[src/rtl/bsw_pkg.sv]
// Shared definitions for the BSW tile driver: FSM encoding and result word layout.
package bsw_pkg;

   typedef enum logic [2:0] {
      S_IDLE       = 3'd0,
      S_LOAD_REF   = 3'd1,
      S_LOAD_QUERY = 3'd2,
      S_PARAM      = 3'd3,
      S_START      = 3'd4,
      S_WAIT       = 3'd5,
      S_CAPTURE    = 3'd6,
      S_OUTPUT     = 3'd7
   } bsw_state_e;

   localparam int RESULT_WIDTH      = 512;
   localparam int RES_FIELD_WIDTH   = 32;
   localparam int RES_TILE_ID_LSB   = 0;
   localparam int RES_ARRAY_ID_LSB  = 32;
   localparam int RES_SCORE_LSB     = 64;
   localparam int RES_REF_POS_LSB   = 96;
   localparam int RES_QUERY_POS_LSB = 128;

endpackage

[src/rtl/bsw_tile_driver_if.sv]
// Host, sequence, result and systolic-array signals of the tile driver, plus status/debug.
interface bsw_tile_driver_if #(
   parameter int PE_WIDTH          = 25,
   parameter int BLOCK_WIDTH       = 3,
   parameter int LOG_MAX_TILE_SIZE = 11
);
   import bsw_pkg::*;

   localparam int L  = LOG_MAX_TILE_SIZE;
   localparam int AW = LOG_MAX_TILE_SIZE - BLOCK_WIDTH;
   localparam int DW = 8 << BLOCK_WIDTH;
   localparam int PW = 13 * PE_WIDTH;

   // Every *_valid/*_ready pair transfers exactly on a rising clk edge where both are high;
   // a source holds valid and its payload stable until that edge.
   logic                    cmd_valid;
   logic                    cmd_ready;
   logic [L-1:0]            cmd_ref_len;
   logic [L-1:0]            cmd_query_len;
   logic [7:0]              cmd_align_fields;
   logic                    cmd_set_param;
   logic [PW-1:0]           cmd_params;

   logic                    seq_valid;
   logic                    seq_ready;
   logic [DW-1:0]           seq_data;

   logic                    res_valid;
   logic                    res_ready;
   logic [RESULT_WIDTH-1:0] res_data;

   logic                    arr_ready;
   logic                    arr_done;
   logic [RESULT_WIDTH-1:0] arr_tile_output;
   logic                    arr_start;
   logic                    arr_set_param;
   logic                    arr_clear_done;
   logic                    arr_ref_wr_en;
   logic                    arr_query_wr_en;
   logic [AW-1:0]           arr_ref_addr;
   logic [AW-1:0]           arr_query_addr;
   logic [DW-1:0]           arr_ref_in;
   logic [DW-1:0]           arr_query_in;
   logic [L-1:0]            arr_ref_len;
   logic [L-1:0]            arr_query_len;
   logic [7:0]              arr_align_fields;
   logic [PW-1:0]           arr_in_params;

   logic                    busy;
   logic [31:0]             tiles_done;
   bsw_state_e              dbg_state;

   modport master (
      input  cmd_valid, cmd_ref_len, cmd_query_len, cmd_align_fields, cmd_set_param, cmd_params,
      output cmd_ready,
      input  seq_valid, seq_data,
      output seq_ready,
      input  res_ready,
      output res_valid, res_data,
      input  arr_ready, arr_done, arr_tile_output,
      output arr_start, arr_set_param, arr_clear_done, arr_ref_wr_en, arr_query_wr_en,
      output arr_ref_addr, arr_query_addr, arr_ref_in, arr_query_in,
      output arr_ref_len, arr_query_len, arr_align_fields, arr_in_params,
      output busy, tiles_done, dbg_state
   );

   modport slave (
      output cmd_valid, cmd_ref_len, cmd_query_len, cmd_align_fields, cmd_set_param, cmd_params,
      input  cmd_ready,
      output seq_valid, seq_data,
      input  seq_ready,
      output res_ready,
      input  res_valid, res_data,
      output arr_ready, arr_done, arr_tile_output,
      input  arr_start, arr_set_param, arr_clear_done, arr_ref_wr_en, arr_query_wr_en,
      input  arr_ref_addr, arr_query_addr, arr_ref_in, arr_query_in,
      input  arr_ref_len, arr_query_len, arr_align_fields, arr_in_params,
      input  busy, tiles_done, dbg_state
   );

endinterface

[src/rtl/bsw_seq_writer.sv]
// Streams sequence words into array memory: counts remaining words, issues a registered
// write strobe with a 1-based wrapping word address one cycle after each accepted beat.
module bsw_seq_writer #(
   parameter int L  = 11,
   parameter int BW = 3
) (
   input  logic                clk,
   input  logic                rst_n,
   input  logic                i_load,
   input  logic [L:0]          i_words,
   input  logic                i_active,
   input  logic                i_is_ref,
   input  logic                i_seq_valid,
   input  logic [(8<<BW)-1:0]  i_seq_data,
   output logic                o_seq_ready,
   output logic                o_last,
   output logic                o_ref_wr_en,
   output logic                o_query_wr_en,
   output logic [L-BW-1:0]     o_addr,
   output logic [(8<<BW)-1:0]  o_data
);

   logic [L:0]      r_remaining;
   logic [L-BW-1:0] r_addr;
   logic            w_accept;

   assign o_seq_ready = i_active && (r_remaining != '0);
   assign w_accept    = o_seq_ready && i_seq_valid;
   assign o_last      = w_accept && (r_remaining == (L+1)'(1));

   always_ff @(posedge clk or negedge rst_n) begin
      if (!rst_n) begin
         r_remaining   <= '0;
         r_addr        <= '0;
         o_ref_wr_en   <= 1'b0;
         o_query_wr_en <= 1'b0;
         o_addr        <= '0;
         o_data        <= '0;
      end else begin
         // A load may coincide with the final beat of the previous sequence; the load wins.
         if (i_load) begin
            r_remaining <= i_words;
            r_addr      <= '0;
         end else if (w_accept) begin
            r_remaining <= r_remaining - (L+1)'(1);
            r_addr      <= r_addr + 1'b1;
         end
         o_ref_wr_en   <= w_accept && i_is_ref;
         o_query_wr_en <= w_accept && !i_is_ref;
         if (w_accept) begin
            o_addr <= r_addr + 1'b1;
            o_data <= i_seq_data;
         end
      end
   end

endmodule

[src/rtl/bsw_tile_driver.sv]
// Sequences one alignment tile through the systolic array: load ref/query, optional
// parameter load, start, wait for done, capture the result and hand it to the host.
module bsw_tile_driver
   import bsw_pkg::*;
#(
   parameter int PE_WIDTH          = 25,
   parameter int BLOCK_WIDTH       = 3,
   parameter int LOG_MAX_TILE_SIZE = 11
) (
   input logic              clk,
   input logic              rst_n,
   bsw_tile_driver_if.master drv_if
);

   localparam int L  = LOG_MAX_TILE_SIZE;
   localparam int AW = LOG_MAX_TILE_SIZE - BLOCK_WIDTH;
   localparam int DW = 8 << BLOCK_WIDTH;
   localparam int PW = 13 * PE_WIDTH;

   bsw_state_e              r_state;
   bsw_state_e              w_next;
   logic                    r_cmd_ready;
   logic [L-1:0]            r_ref_len;
   logic [L-1:0]            r_query_len;
   logic [7:0]              r_align;
   logic [PW-1:0]           r_params;
   logic                    r_set_param;
   logic                    r_arr_start;
   logic                    r_arr_set_param;
   logic                    r_arr_clear_done;
   logic [RESULT_WIDTH-1:0] r_res_data;
   logic [31:0]             r_tiles_done;

   logic                    w_cmd_fire;
   logic [L:0]              w_cmd_ref_words;
   logic [L:0]              w_cmd_query_words;
   logic [L:0]              w_query_words;
   logic                    w_load;
   logic [L:0]              w_load_words;
   logic                    w_last;
   logic                    w_wr_ref;
   logic                    w_wr_query;
   logic [AW-1:0]           w_wr_addr;
   logic [DW-1:0]           w_wr_data;
   bsw_state_e              w_after_load;

   // Word count is evaluated one bit wider than the length so a full-size tile cannot overflow.
   function automatic logic [L:0] words_of(input logic [L-1:0] len);
      return ({1'b0, len} + (L+1)'((1 << BLOCK_WIDTH) - 1)) >> BLOCK_WIDTH;
   endfunction

   assign w_cmd_fire        = drv_if.cmd_valid && r_cmd_ready;
   assign w_cmd_ref_words   = words_of(drv_if.cmd_ref_len);
   assign w_cmd_query_words = words_of(drv_if.cmd_query_len);
   assign w_query_words     = words_of(r_query_len);
   assign w_after_load      = r_set_param ? S_PARAM : S_START;

   assign w_load       = w_cmd_fire || ((r_state == S_LOAD_REF) && w_last);
   assign w_load_words = w_cmd_fire ? ((w_cmd_ref_words != '0) ? w_cmd_ref_words : w_cmd_query_words)
                                    : w_query_words;

   bsw_seq_writer #(.L(L), .BW(BLOCK_WIDTH)) u_writer (
      .clk          (clk),
      .rst_n        (rst_n),
      .i_load       (w_load),
      .i_words      (w_load_words),
      .i_active     ((r_state == S_LOAD_REF) || (r_state == S_LOAD_QUERY)),
      .i_is_ref     (r_state == S_LOAD_REF),
      .i_seq_valid  (drv_if.seq_valid),
      .i_seq_data   (drv_if.seq_data),
      .o_seq_ready  (drv_if.seq_ready),
      .o_last       (w_last),
      .o_ref_wr_en  (w_wr_ref),
      .o_query_wr_en(w_wr_query),
      .o_addr       (w_wr_addr),
      .o_data       (w_wr_data)
   );

   always_comb begin
      w_next = r_state;
      case (r_state)
         S_IDLE: begin
            if (w_cmd_fire) begin
               if (w_cmd_ref_words != '0)        w_next = S_LOAD_REF;
               else if (w_cmd_query_words != '0) w_next = S_LOAD_QUERY;
               else if (drv_if.cmd_set_param)    w_next = S_PARAM;
               else                              w_next = S_START;
            end
         end
         S_LOAD_REF:   if (w_last) w_next = (w_query_words != '0) ? S_LOAD_QUERY : w_after_load;
         S_LOAD_QUERY: if (w_last) w_next = w_after_load;
         S_PARAM:      w_next = S_START;
         S_START:      if (drv_if.arr_ready) w_next = S_WAIT;
         S_WAIT:       if (drv_if.arr_done) w_next = S_CAPTURE;
         S_CAPTURE:    w_next = S_OUTPUT;
         S_OUTPUT:     if (drv_if.res_ready) w_next = S_IDLE;
         default:      w_next = S_IDLE;
      endcase
   end

   always_ff @(posedge clk or negedge rst_n) begin
      if (!rst_n) begin
         r_state          <= S_IDLE;
         r_cmd_ready      <= 1'b0;
         r_ref_len        <= '0;
         r_query_len      <= '0;
         r_align          <= '0;
         r_params         <= '0;
         r_set_param      <= 1'b0;
         r_arr_start      <= 1'b0;
         r_arr_set_param  <= 1'b0;
         r_arr_clear_done <= 1'b0;
         r_res_data       <= '0;
         r_tiles_done     <= '0;
      end else begin
         r_state          <= w_next;
         r_cmd_ready      <= (w_next == S_IDLE);
         r_arr_set_param  <= (w_next == S_PARAM);
         r_arr_start      <= (r_state == S_START) && drv_if.arr_ready;
         r_arr_clear_done <= (r_state == S_WAIT) && drv_if.arr_done;
         if (w_cmd_fire) begin
            r_ref_len   <= drv_if.cmd_ref_len;
            r_query_len <= drv_if.cmd_query_len;
            r_align     <= drv_if.cmd_align_fields;
            r_params    <= drv_if.cmd_params;
            r_set_param <= drv_if.cmd_set_param;
         end
         // The array refreshes its tile output on the cycle it raises done, so sample one later.
         if (r_state == S_CAPTURE) begin
            r_res_data   <= drv_if.arr_tile_output;
            r_tiles_done <= r_tiles_done + 32'd1;
         end
      end
   end

   assign drv_if.cmd_ready        = r_cmd_ready;
   assign drv_if.res_valid        = (r_state == S_OUTPUT);
   assign drv_if.res_data         = r_res_data;
   assign drv_if.arr_start        = r_arr_start;
   assign drv_if.arr_set_param    = r_arr_set_param;
   assign drv_if.arr_clear_done   = r_arr_clear_done;
   assign drv_if.arr_ref_wr_en    = w_wr_ref;
   assign drv_if.arr_query_wr_en  = w_wr_query;
   assign drv_if.arr_ref_addr     = w_wr_addr;
   assign drv_if.arr_query_addr   = w_wr_addr;
   assign drv_if.arr_ref_in       = w_wr_data;
   assign drv_if.arr_query_in     = w_wr_data;
   assign drv_if.arr_ref_len      = r_ref_len;
   assign drv_if.arr_query_len    = r_query_len;
   assign drv_if.arr_align_fields = r_align;
   assign drv_if.arr_in_params    = r_params;
   assign drv_if.busy             = (r_state != S_IDLE);
   assign drv_if.tiles_done       = r_tiles_done;
   assign drv_if.dbg_state        = r_state;

endmodule

[src/flat_wrapper.sv]
// flat-port wrapper written by rule: the top's interface ports become plain ports
module bsw_tile_driver_flat import bsw_pkg::*;
#(
   parameter int PE_WIDTH          = 25,
   parameter int BLOCK_WIDTH       = 3,
   parameter int LOG_MAX_TILE_SIZE = 11
)
  (clk, rst_n, drv_if_cmd_valid, drv_if_cmd_ref_len, drv_if_cmd_query_len, drv_if_cmd_align_fields, drv_if_cmd_set_param, drv_if_cmd_params, drv_if_cmd_ready, drv_if_seq_valid, drv_if_seq_data, drv_if_seq_ready, drv_if_res_ready, drv_if_res_valid, drv_if_res_data, drv_if_arr_ready, drv_if_arr_done, drv_if_arr_tile_output, drv_if_arr_start, drv_if_arr_set_param, drv_if_arr_clear_done, drv_if_arr_ref_wr_en, drv_if_arr_query_wr_en, drv_if_arr_ref_addr, drv_if_arr_query_addr, drv_if_arr_ref_in, drv_if_arr_query_in, drv_if_arr_ref_len, drv_if_arr_query_len, drv_if_arr_align_fields, drv_if_arr_in_params, drv_if_busy, drv_if_tiles_done, drv_if_dbg_state);
  bsw_tile_driver_if #(.PE_WIDTH(PE_WIDTH), .BLOCK_WIDTH(BLOCK_WIDTH), .LOG_MAX_TILE_SIZE(LOG_MAX_TILE_SIZE)) drv_if_i ();
  input logic clk;
  input logic rst_n;
  input wire logic [$bits(drv_if_i.cmd_valid)-1:0] drv_if_cmd_valid;
  input wire logic [$bits(drv_if_i.cmd_ref_len)-1:0] drv_if_cmd_ref_len;
  input wire logic [$bits(drv_if_i.cmd_query_len)-1:0] drv_if_cmd_query_len;
  input wire logic [$bits(drv_if_i.cmd_align_fields)-1:0] drv_if_cmd_align_fields;
  input wire logic [$bits(drv_if_i.cmd_set_param)-1:0] drv_if_cmd_set_param;
  input wire logic [$bits(drv_if_i.cmd_params)-1:0] drv_if_cmd_params;
  output wire logic [$bits(drv_if_i.cmd_ready)-1:0] drv_if_cmd_ready;
  input wire logic [$bits(drv_if_i.seq_valid)-1:0] drv_if_seq_valid;
  input wire logic [$bits(drv_if_i.seq_data)-1:0] drv_if_seq_data;
  output wire logic [$bits(drv_if_i.seq_ready)-1:0] drv_if_seq_ready;
  input wire logic [$bits(drv_if_i.res_ready)-1:0] drv_if_res_ready;
  output wire logic [$bits(drv_if_i.res_valid)-1:0] drv_if_res_valid;
  output wire logic [$bits(drv_if_i.res_data)-1:0] drv_if_res_data;
  input wire logic [$bits(drv_if_i.arr_ready)-1:0] drv_if_arr_ready;
  input wire logic [$bits(drv_if_i.arr_done)-1:0] drv_if_arr_done;
  input wire logic [$bits(drv_if_i.arr_tile_output)-1:0] drv_if_arr_tile_output;
  output wire logic [$bits(drv_if_i.arr_start)-1:0] drv_if_arr_start;
  output wire logic [$bits(drv_if_i.arr_set_param)-1:0] drv_if_arr_set_param;
  output wire logic [$bits(drv_if_i.arr_clear_done)-1:0] drv_if_arr_clear_done;
  output wire logic [$bits(drv_if_i.arr_ref_wr_en)-1:0] drv_if_arr_ref_wr_en;
  output wire logic [$bits(drv_if_i.arr_query_wr_en)-1:0] drv_if_arr_query_wr_en;
  output wire logic [$bits(drv_if_i.arr_ref_addr)-1:0] drv_if_arr_ref_addr;
  output wire logic [$bits(drv_if_i.arr_query_addr)-1:0] drv_if_arr_query_addr;
  output wire logic [$bits(drv_if_i.arr_ref_in)-1:0] drv_if_arr_ref_in;
  output wire logic [$bits(drv_if_i.arr_query_in)-1:0] drv_if_arr_query_in;
  output wire logic [$bits(drv_if_i.arr_ref_len)-1:0] drv_if_arr_ref_len;
  output wire logic [$bits(drv_if_i.arr_query_len)-1:0] drv_if_arr_query_len;
  output wire logic [$bits(drv_if_i.arr_align_fields)-1:0] drv_if_arr_align_fields;
  output wire logic [$bits(drv_if_i.arr_in_params)-1:0] drv_if_arr_in_params;
  output wire logic [$bits(drv_if_i.busy)-1:0] drv_if_busy;
  output wire logic [$bits(drv_if_i.tiles_done)-1:0] drv_if_tiles_done;
  output wire logic [$bits(drv_if_i.dbg_state)-1:0] drv_if_dbg_state;
  assign drv_if_i.cmd_valid = drv_if_cmd_valid;
  assign drv_if_i.cmd_ref_len = drv_if_cmd_ref_len;
  assign drv_if_i.cmd_query_len = drv_if_cmd_query_len;
  assign drv_if_i.cmd_align_fields = drv_if_cmd_align_fields;
  assign drv_if_i.cmd_set_param = drv_if_cmd_set_param;
  assign drv_if_i.cmd_params = drv_if_cmd_params;
  assign drv_if_cmd_ready = drv_if_i.cmd_ready;
  assign drv_if_i.seq_valid = drv_if_seq_valid;
  assign drv_if_i.seq_data = drv_if_seq_data;
  assign drv_if_seq_ready = drv_if_i.seq_ready;
  assign drv_if_i.res_ready = drv_if_res_ready;
  assign drv_if_res_valid = drv_if_i.res_valid;
  assign drv_if_res_data = drv_if_i.res_data;
  assign drv_if_i.arr_ready = drv_if_arr_ready;
  assign drv_if_i.arr_done = drv_if_arr_done;
  assign drv_if_i.arr_tile_output = drv_if_arr_tile_output;
  assign drv_if_arr_start = drv_if_i.arr_start;
  assign drv_if_arr_set_param = drv_if_i.arr_set_param;
  assign drv_if_arr_clear_done = drv_if_i.arr_clear_done;
  assign drv_if_arr_ref_wr_en = drv_if_i.arr_ref_wr_en;
  assign drv_if_arr_query_wr_en = drv_if_i.arr_query_wr_en;
  assign drv_if_arr_ref_addr = drv_if_i.arr_ref_addr;
  assign drv_if_arr_query_addr = drv_if_i.arr_query_addr;
  assign drv_if_arr_ref_in = drv_if_i.arr_ref_in;
  assign drv_if_arr_query_in = drv_if_i.arr_query_in;
  assign drv_if_arr_ref_len = drv_if_i.arr_ref_len;
  assign drv_if_arr_query_len = drv_if_i.arr_query_len;
  assign drv_if_arr_align_fields = drv_if_i.arr_align_fields;
  assign drv_if_arr_in_params = drv_if_i.arr_in_params;
  assign drv_if_busy = drv_if_i.busy;
  assign drv_if_tiles_done = drv_if_i.tiles_done;
  assign drv_if_dbg_state = drv_if_i.dbg_state;
  bsw_tile_driver #(.PE_WIDTH(PE_WIDTH), .BLOCK_WIDTH(BLOCK_WIDTH), .LOG_MAX_TILE_SIZE(LOG_MAX_TILE_SIZE)) u_core (.clk(clk), .rst_n(rst_n), .drv_if(drv_if_i));
endmodule
[config.mk]
export PLATFORM = sky130hd
export DESIGN_NAME = bsw_tile_driver_flat
export DESIGN_NICKNAME = d
export VERILOG_FILES = /design/src/rtl/bsw_pkg.sv /design/src/rtl/bsw_tile_driver_if.sv /design/src/rtl/bsw_seq_writer.sv /design/src/rtl/bsw_tile_driver.sv /design/src/flat_wrapper.sv
export SDC_FILE = /design/constraint.sdc
export NUM_CORES = 2
export LEC_CHECK = 0
export CAP_MARGIN = 20
export CORE_AREA = 2 2 778 780
export CTS_BUF_LIST = sky130_fd_sc_hd__clkbuf_4
export CTS_CLUSTER_DIAMETER = 30
export DETAILED_ROUTE_END_ITERATION = 10
export DIE_AREA = 0 0 780 782
export PLACE_DENSITY = 0.3
export SLEW_MARGIN = 10
export SYNTH_ARGS = -nofsm -noshare
export SYNTH_HDL_FRONTEND = slang
export SYNTH_HIERARCHICAL = 1
export SYNTH_SLANG_ARGS = --single-unit
[constraint.sdc]
create_clock -name clk -period 4 [get_ports clk]
set_input_delay 0.6 -clock clk [delete_from_list [all_inputs] [get_ports clk]]
set_output_delay 0.6 -clock clk [all_outputs]
set_load 0.05 [all_outputs]
Yosys cells after proc, flatten, opt, wreduce, memory -nomap -nowiden
Index checks and enable logic that the tools add are counted.

word-level totals
  bits in registers = 1001

cells by class
  $add $sub $neg = 6
  equal/unequal tests = 9
  muxes and demuxes = 18
  reductions and logical operators = 20

operators with widths
  operator                 number
  $reduce_bool A12 Y1      4
  $add A11 B3 Y12 const B  3
  $mux W12                 3
  $mux W3                  11
  $add A32 B1 Y32 const B  1
  $pmux W3 S8              1
  $mux W8                  2
  $eq A12 B1 Y1 const B    1
  $eq A3 B3 Y1 const B     4
  $sub A12 B1 Y12 const B  1
  $eq A3 B2 Y1 const B     3
  $logic_and A1 B1 Y1      9
  $mux W9                  1
  $add A8 B1 Y8 const B    1
  $logic_not A3 Y1         2
  $eq A3 B1 Y1 const B     1
  $reduce_bool A3 Y1       1
  $logic_or A1 B1 Y1       2
  $reduce_bool A2 Y1       1
  $logic_not A1 Y1         1

Depth between registers and ports, before layout
  word-level depth = 8
  mapped depth = 14

Modules after synthesis
Netlist, hierarchy kept.

modules (own cells, without submodules)
  module           instances  cells an instance  area each (um^2)  seq. area each (um^2)
  bsw_tile_driver  1          4013               35386.4           22696.8
  bsw_seq_writer   1          436                3961.3            2352.3

Worst setup path after synthesis
OpenSTA, ideal clock, no wires.

  path kind = flip-flop to flip-flop
  from = register u_core.r_state[0] (netlist: u_core/drv_if.dbg_state[0])
  to = register u_core.u_writer.r_remaining[8]
  library setup time = 0.083 ns
  data arrival time = 3.009 ns
  data required time = 3.917 ns
  path slack = 0.908 ns
  cell stages (with the launch flop) = 15
  cells stage by stage = dfrtp_1 buf_2 nand2b_1 a21oi_1 nand2_1 a31o_2 buf_2 buf_2 nor2_1 nand2_1 nand2_1 clkbuf_1 clkbuf_1 nand2_1 o21ai_0

on the way
  cells in the longest elaborated chain, start to end = 8
  elaborated cells on any way between the ends = 10
  those cells by class = eq/ne (2); mux (1); reduce/logical (7)

RTL lines
  item                                                   line                    RTL
  start: declaration                                     bsw_tile_driver.sv:20   bsw_state_e r_state;
  start signal: assignment                               bsw_tile_driver.sv:116  r_state <= w_next;
  $eq A3 B1 Y1 / $eq A3 B2 Y1 (equally long branches)    bsw_tile_driver.sv:67   .i_active ((r_state == S_LOAD_REF) || (r_state == S_LOAD_QUERY)),
  $logic_or A1 B1 Y1 (*)                                 bsw_tile_driver.sv:67
  $logic_and A1 B1 Y1 (*)                                bsw_seq_writer.sv:27    assign o_seq_ready = i_active && (r_remaining != '0);
  $logic_and A1 B1 Y1 (*)                                bsw_seq_writer.sv:28    assign w_accept = o_seq_ready && i_seq_valid;
  $logic_and A1 B1 Y1 (*)                                bsw_seq_writer.sv:29    assign o_last = w_accept && (r_remaining == (L+1)'(1));
  via u_core.w_last                                      bsw_tile_driver.sv:40   logic w_last;
  $logic_and A1 B1 Y1 (*)                                bsw_tile_driver.sv:58   assign w_load = w_cmd_fire || ((r_state == S_LOAD_REF) && w_last);
  $logic_or A1 B1 Y1 (*)                                 bsw_tile_driver.sv:58
  via u_core.w_load                                      bsw_tile_driver.sv:38   logic w_load;
  $mux W12 / $reduce_bool A2 Y1 (equally long branches)  n/a
  end signal: assignment                                 bsw_seq_writer.sv:42    r_remaining <= i_words;
  end signal: assignment                                 bsw_seq_writer.sv:45    r_remaining <= r_remaining - (L+1)'(1);
  end: declaration                                       bsw_seq_writer.sv:23    logic [L:0] r_remaining;

The timed path passes the listed nets; every way through them passes the cells marked *.
A chain may end at the register's enable or synchronous reset.

Final worst setup path
  from = register u_core.r_res_data[375] (netlist: u_core/drv_if.res_data[375])
  to = output drv_if_res_data[375]

RTL lines
  item                      line                    RTL
  start: declaration        bsw_tile_driver.sv:31   logic [RESULT_WIDTH-1:0] r_res_data;
  start signal: assignment  bsw_tile_driver.sv:130  r_res_data <= drv_if.arr_tile_output;
  end: declaration          flat_wrapper.sv:24      output wire logic [$bits(drv_if_i.res_data)-1:0] drv_if_res_data;

No word-level cell between the ends.

==> flow_summary_export.csv <==
group,metric,value,unit
floorplan,die_x,780,um
timing,finClkSkew,0.167,ns
final_layout,area_growth,125,%
clock_tree,clock_path_buffers,4,
grt,grt_use_total,15.1,%
logic_synthesis,synth_edf_count,0,
timing,finalSetupTns,0,ns
detailed_routing,firstDrtPassIters,5,
detailed_routing,wl_per_cell,29.0,um
logic_synthesis,async_flop_share,100,%
logic_synthesis,synth_top_area_cell,"dfrtp_1",
critical_path,path_class,"reg -> out",
logic_synthesis,synth_cells,4449,
final_layout,multi_input_area,12900,um2
logic_synthesis,yosysSeqAreaShare,63.7,%
place,placed_cell_area,69000,um2
logic_synthesis,synth_top_area_share,63.7,%
detailed_routing,drt_iter0_markers,2596,
power_and_ir_drop,p_total,80.1,mW
final_layout,drive_above_1_share,9.48,%
critical_path,r2r_cells,10,
power_and_ir_drop,powerDensity,907,nW/um2
critical_path,reg2reg_slack,1.09,ns
place,dp.final_hpwl,409000,um
logic_synthesis,syn_area,39300,um2
critical_path,path_depth,1,
clock_tree,cts_max_level,5,
timing,drv_slew,0,
floorplan,row_count,285,
status,outcome,"completed",
power_and_ir_drop,ir_drop,0.535,mV
place,portBuffers,1993,
final_layout,final_core_util,14.7,%
floorplan,initial_core_util,6.54,%
logic_synthesis,yosysMostFrequentCell,"nand2_1",
detailed_routing,drt-total-wl,479000,um
floorplan,die_h,782,um
clock_tree,insertion_delay,1.49,ns
run,maxCapViolCount,0,
grt,grt_pass1_vias,50212,
critical_path,cp_max_fo,2,
timing,finalHoldViolations,0,
clock_tree,cts_buffers,429,
logic_synthesis,yosys_warnings,6,
critical_path,arrival,3.11,ns
grt,grt_first_pass_wirelength,594000,um
timing,max_freq,270,MHz
critical_path,r2r_end,"u_core/u_writer/r_addr[2]$_DFFE_PN0P_",
final_layout,final-seq-area,25100,um2
critical_path,path_buf_inv,1,
logic_synthesis,synth.distinct_cells,67,
critical_path,rr_startpoint,"u_core/u_writer/r_remaining[0]$_DFFE_PN0P_",
final_layout,nets,8972,
critical_path,cp-end-kind,"output port",
logic_synthesis,ys_seq_elements,1001,
floorplan,die-area,610000,um2
floorplan,boundaryPins,1994,
clock_tree,cts_root_buffer,"clkbuf_4",
critical_path,crit_slowest_cell,"clkdlybuf4s50_1",
detailed_routing,final_antenna_net_count,0,
timing,setup_viol,0,
power_and_ir_drop,leakage,38.5,nW
floorplan,core_area,601000,um2
critical_path,cp_top_family,"buffers and inverters",
logic_synthesis,synthTopCellsByArea,"dfrtp_1 64%, nand2_1 27%, buf_4 1.4%, clkbuf_1 1.1%, buf_2 1.1%",
place,routabilityCongestion,0.936,
critical_path,startpoint,"u_core/drv_if.res_data[375]$_DFFE_PN0P_",
final_layout,fillers,68767,
timing,rsz0062_at_grt,"no",
logic_synthesis,yosys_most_used_dff,"dfrtp_1",
timing,tightest_slew,1.36,ns
critical_path,worstSetupStartpointType,"register",
clock_tree,cts_tree,"done",
detailed_routing,drc,0,
hold_path,hold-path-cell-count,4,
critical_path,max_stage_delay,1.25,ns
detailed_routing,via_count,47965,
critical_path,crit_required,3.40,ns
grt,grt-ovfl-total,0,
critical_path,path_cells,"clkdlybuf4s50_1",
critical_path,endpoint,"drv_if_res_data[375]",
grt,antenna_found_initial,345,
clock_tree,cts.sinks,1001,
timing,slew-limit-headroom,9.36,%
clock_tree,post-cts-setup-buffers,0,
hold_path,min_path_type,"in -> reg",
clock_tree,clk_pin_slew_worst_paths,0.06,ns
detailed_routing,avgViaCountPerCell,2.90,
timing,layout_min_cycle_time,3.71,ns
grt,grt_max_degree,134,
final_layout,final_design_area_no_fill,88300,um2
logic_synthesis,syn_area_per_cell,8.84,um2
logic_synthesis,synthTopCellsByCount,"2850 x nand2_1, 1001 x dfrtp_1, 118 x clkbuf_1",
timing,min_period_over_period,92.7,%
==> cell families (layout without fill, tap and decap cells) <==
kind of cell,count (synthesis),after routing,share of synthesized area (%)
and+or+nand+nor,2990,2990,29.5
DFF,1001,1001,63.7
buffers and inverters,304,4215,3.86
AOI/OAI and AO/OA,81,81,1.30
xor gates and xnor gates,63,63,1.40
adders and majority gates,5,5,0.159
muxes,4,4,0.102
other,1,126,0.00953
==> where the power goes <==
| group | switching, mW | internal (mW) | total (mW) | leakage (nW) |
|---|---|---|---|---|
| logic | 35.3 | 12.7 | 47.9 | 22.9 |
| registers | 4.01 | 14.8 | 18.8 | 12.5 |
| clock network | 6.60 | 6.80 | 13.4 | 3.10 |
| total | 45.9 | 34.2 | 80.1 | 38.5 |
==> metal layers <==
metal,vias to the layer above,routed length (um),track usage [%]
met5,-,732,0.00783
met4,116,21600,5.39
met3,1032,73800,10.7
met2,2678,198000,22.6
met1,22929,184000,16.8
li1,21210,-,-
==> cell usage in the layout, fill, tap and decap left out, types with 14 or more instances in the layout <==
| cell type | n |
|---|---|
| nand2_1 | 2848 |
| dfrtp_1 | 1000 |
| nor2_1 | 20 |
| clkbuf_4 | 587 |
| clkinv_1 | 130 |
| clkinv_2 | 22 |
| buf_12 | 50 |
| xor2_1 | 27 |
| nand3_1 | 18 |
| o21ai_0 | 31 |
| dlygate4sd3_1 | 1338 |
| dlygate4sd2_1 | 83 |
| nor3_1 | 18 |
| xnor2_1 | 36 |
| diode_2 | 123 |
| clkdlybuf4s50_1 | 1884 |
| a21oi_1 | 14 |
| buf_4 | 68 |
==> area by class of cell <==
type                            instances  area share, %
Timing Repair Buffer                 3438           39.4
Sequential cell                      1001           28.4
Multi-Input combinational cell       3146           14.5
Tap cell                             8036           11.4
Clock buffer                          587           4.99
Clock inverter                        178          0.967
Antenna cell                          123          0.348
Inverter                               12         0.0510
==> worst register-to-register path: cells and delay by family (launching register included) <==
kind | cells | cell delay, ns
AO/OA/AOI/OAI | 2 | 0.36
adder cells (fa/ha/maj) | 1 | 0.20
AND/OR/NAND/NOR | 4 | 1.00
flip-flops | 1 | 0.43
buffers and inverters | 3 | 0.65
==> how the worst min path moves through the flow <==
stage	start	end	slack, ns
2_1_floorplan	rst_n	u_core/drv_if.arr_align_fields[0]$_DFFE_PN0P_	0.30
3_3_place_gp	u_core/drv_if.res_data[159]$_DFFE_PN0P_	u_core/drv_if.res_data[159]$_DFFE_PN0P_	0.46
3_5_place_dp	u_core/drv_if.arr_in_params[175]$_DFFE_PN0P_	u_core/drv_if.arr_in_params[175]$_DFFE_PN0P_	0.46
4_1_cts	drv_if_arr_tile_output[448]	u_core/drv_if.res_data[448]$_DFFE_PN0P_	0.0001
5_1_grt	drv_if_arr_tile_output[312]	u_core/drv_if.res_data[312]$_DFFE_PN0P_	0.11
6_report	drv_if_cmd_params[278]	u_core/drv_if.arr_in_params[278]$_DFFE_PN0P_	0.31
==> state kept, by name, indices dropped and copies added (netlist names), 3 cells and up <==
register	cells
u_core/drv_if.res_data	512
u_core/drv_if.arr_in_params	325
u_core/u_writer/o_data	64
u_core/drv_if.tiles_done	32
u_core/u_writer/r_remaining	12
u_core/drv_if.arr_query_len	11
u_core/drv_if.arr_ref_len	11
u_core/drv_if.arr_align_fields	8
u_core/u_writer/o_addr	8
u_core/u_writer/r_addr	8
u_core/drv_if.dbg_state	3
==> per-stage QoR <==
step / hold WS, ns / setup slack, ns / cells
2_1_floorplan: 0.304 / 0.908 / 4451
5_1_grt: 0.111 / 0.0110 / 16447
6_report: 0.313 / 0.291 / 16521
4_1_cts: 0.0000969 / 0.000234 / 16380
3_3_place_gp: 0.460 / 0.644 / 14272
3_5_place_dp: 0.461 / 0.688 / 14276
==> timing repair <==
action / in CTS / in global routing
setup endpoints to repair: 88 / 3
hold buffers: 1339 / 0
endpoints found under the hold margin: 1948 / 0
cloned: 0 / 0
resized for setup: 100 / 3
No activity file was read; power rests on OpenSTA's default activity.
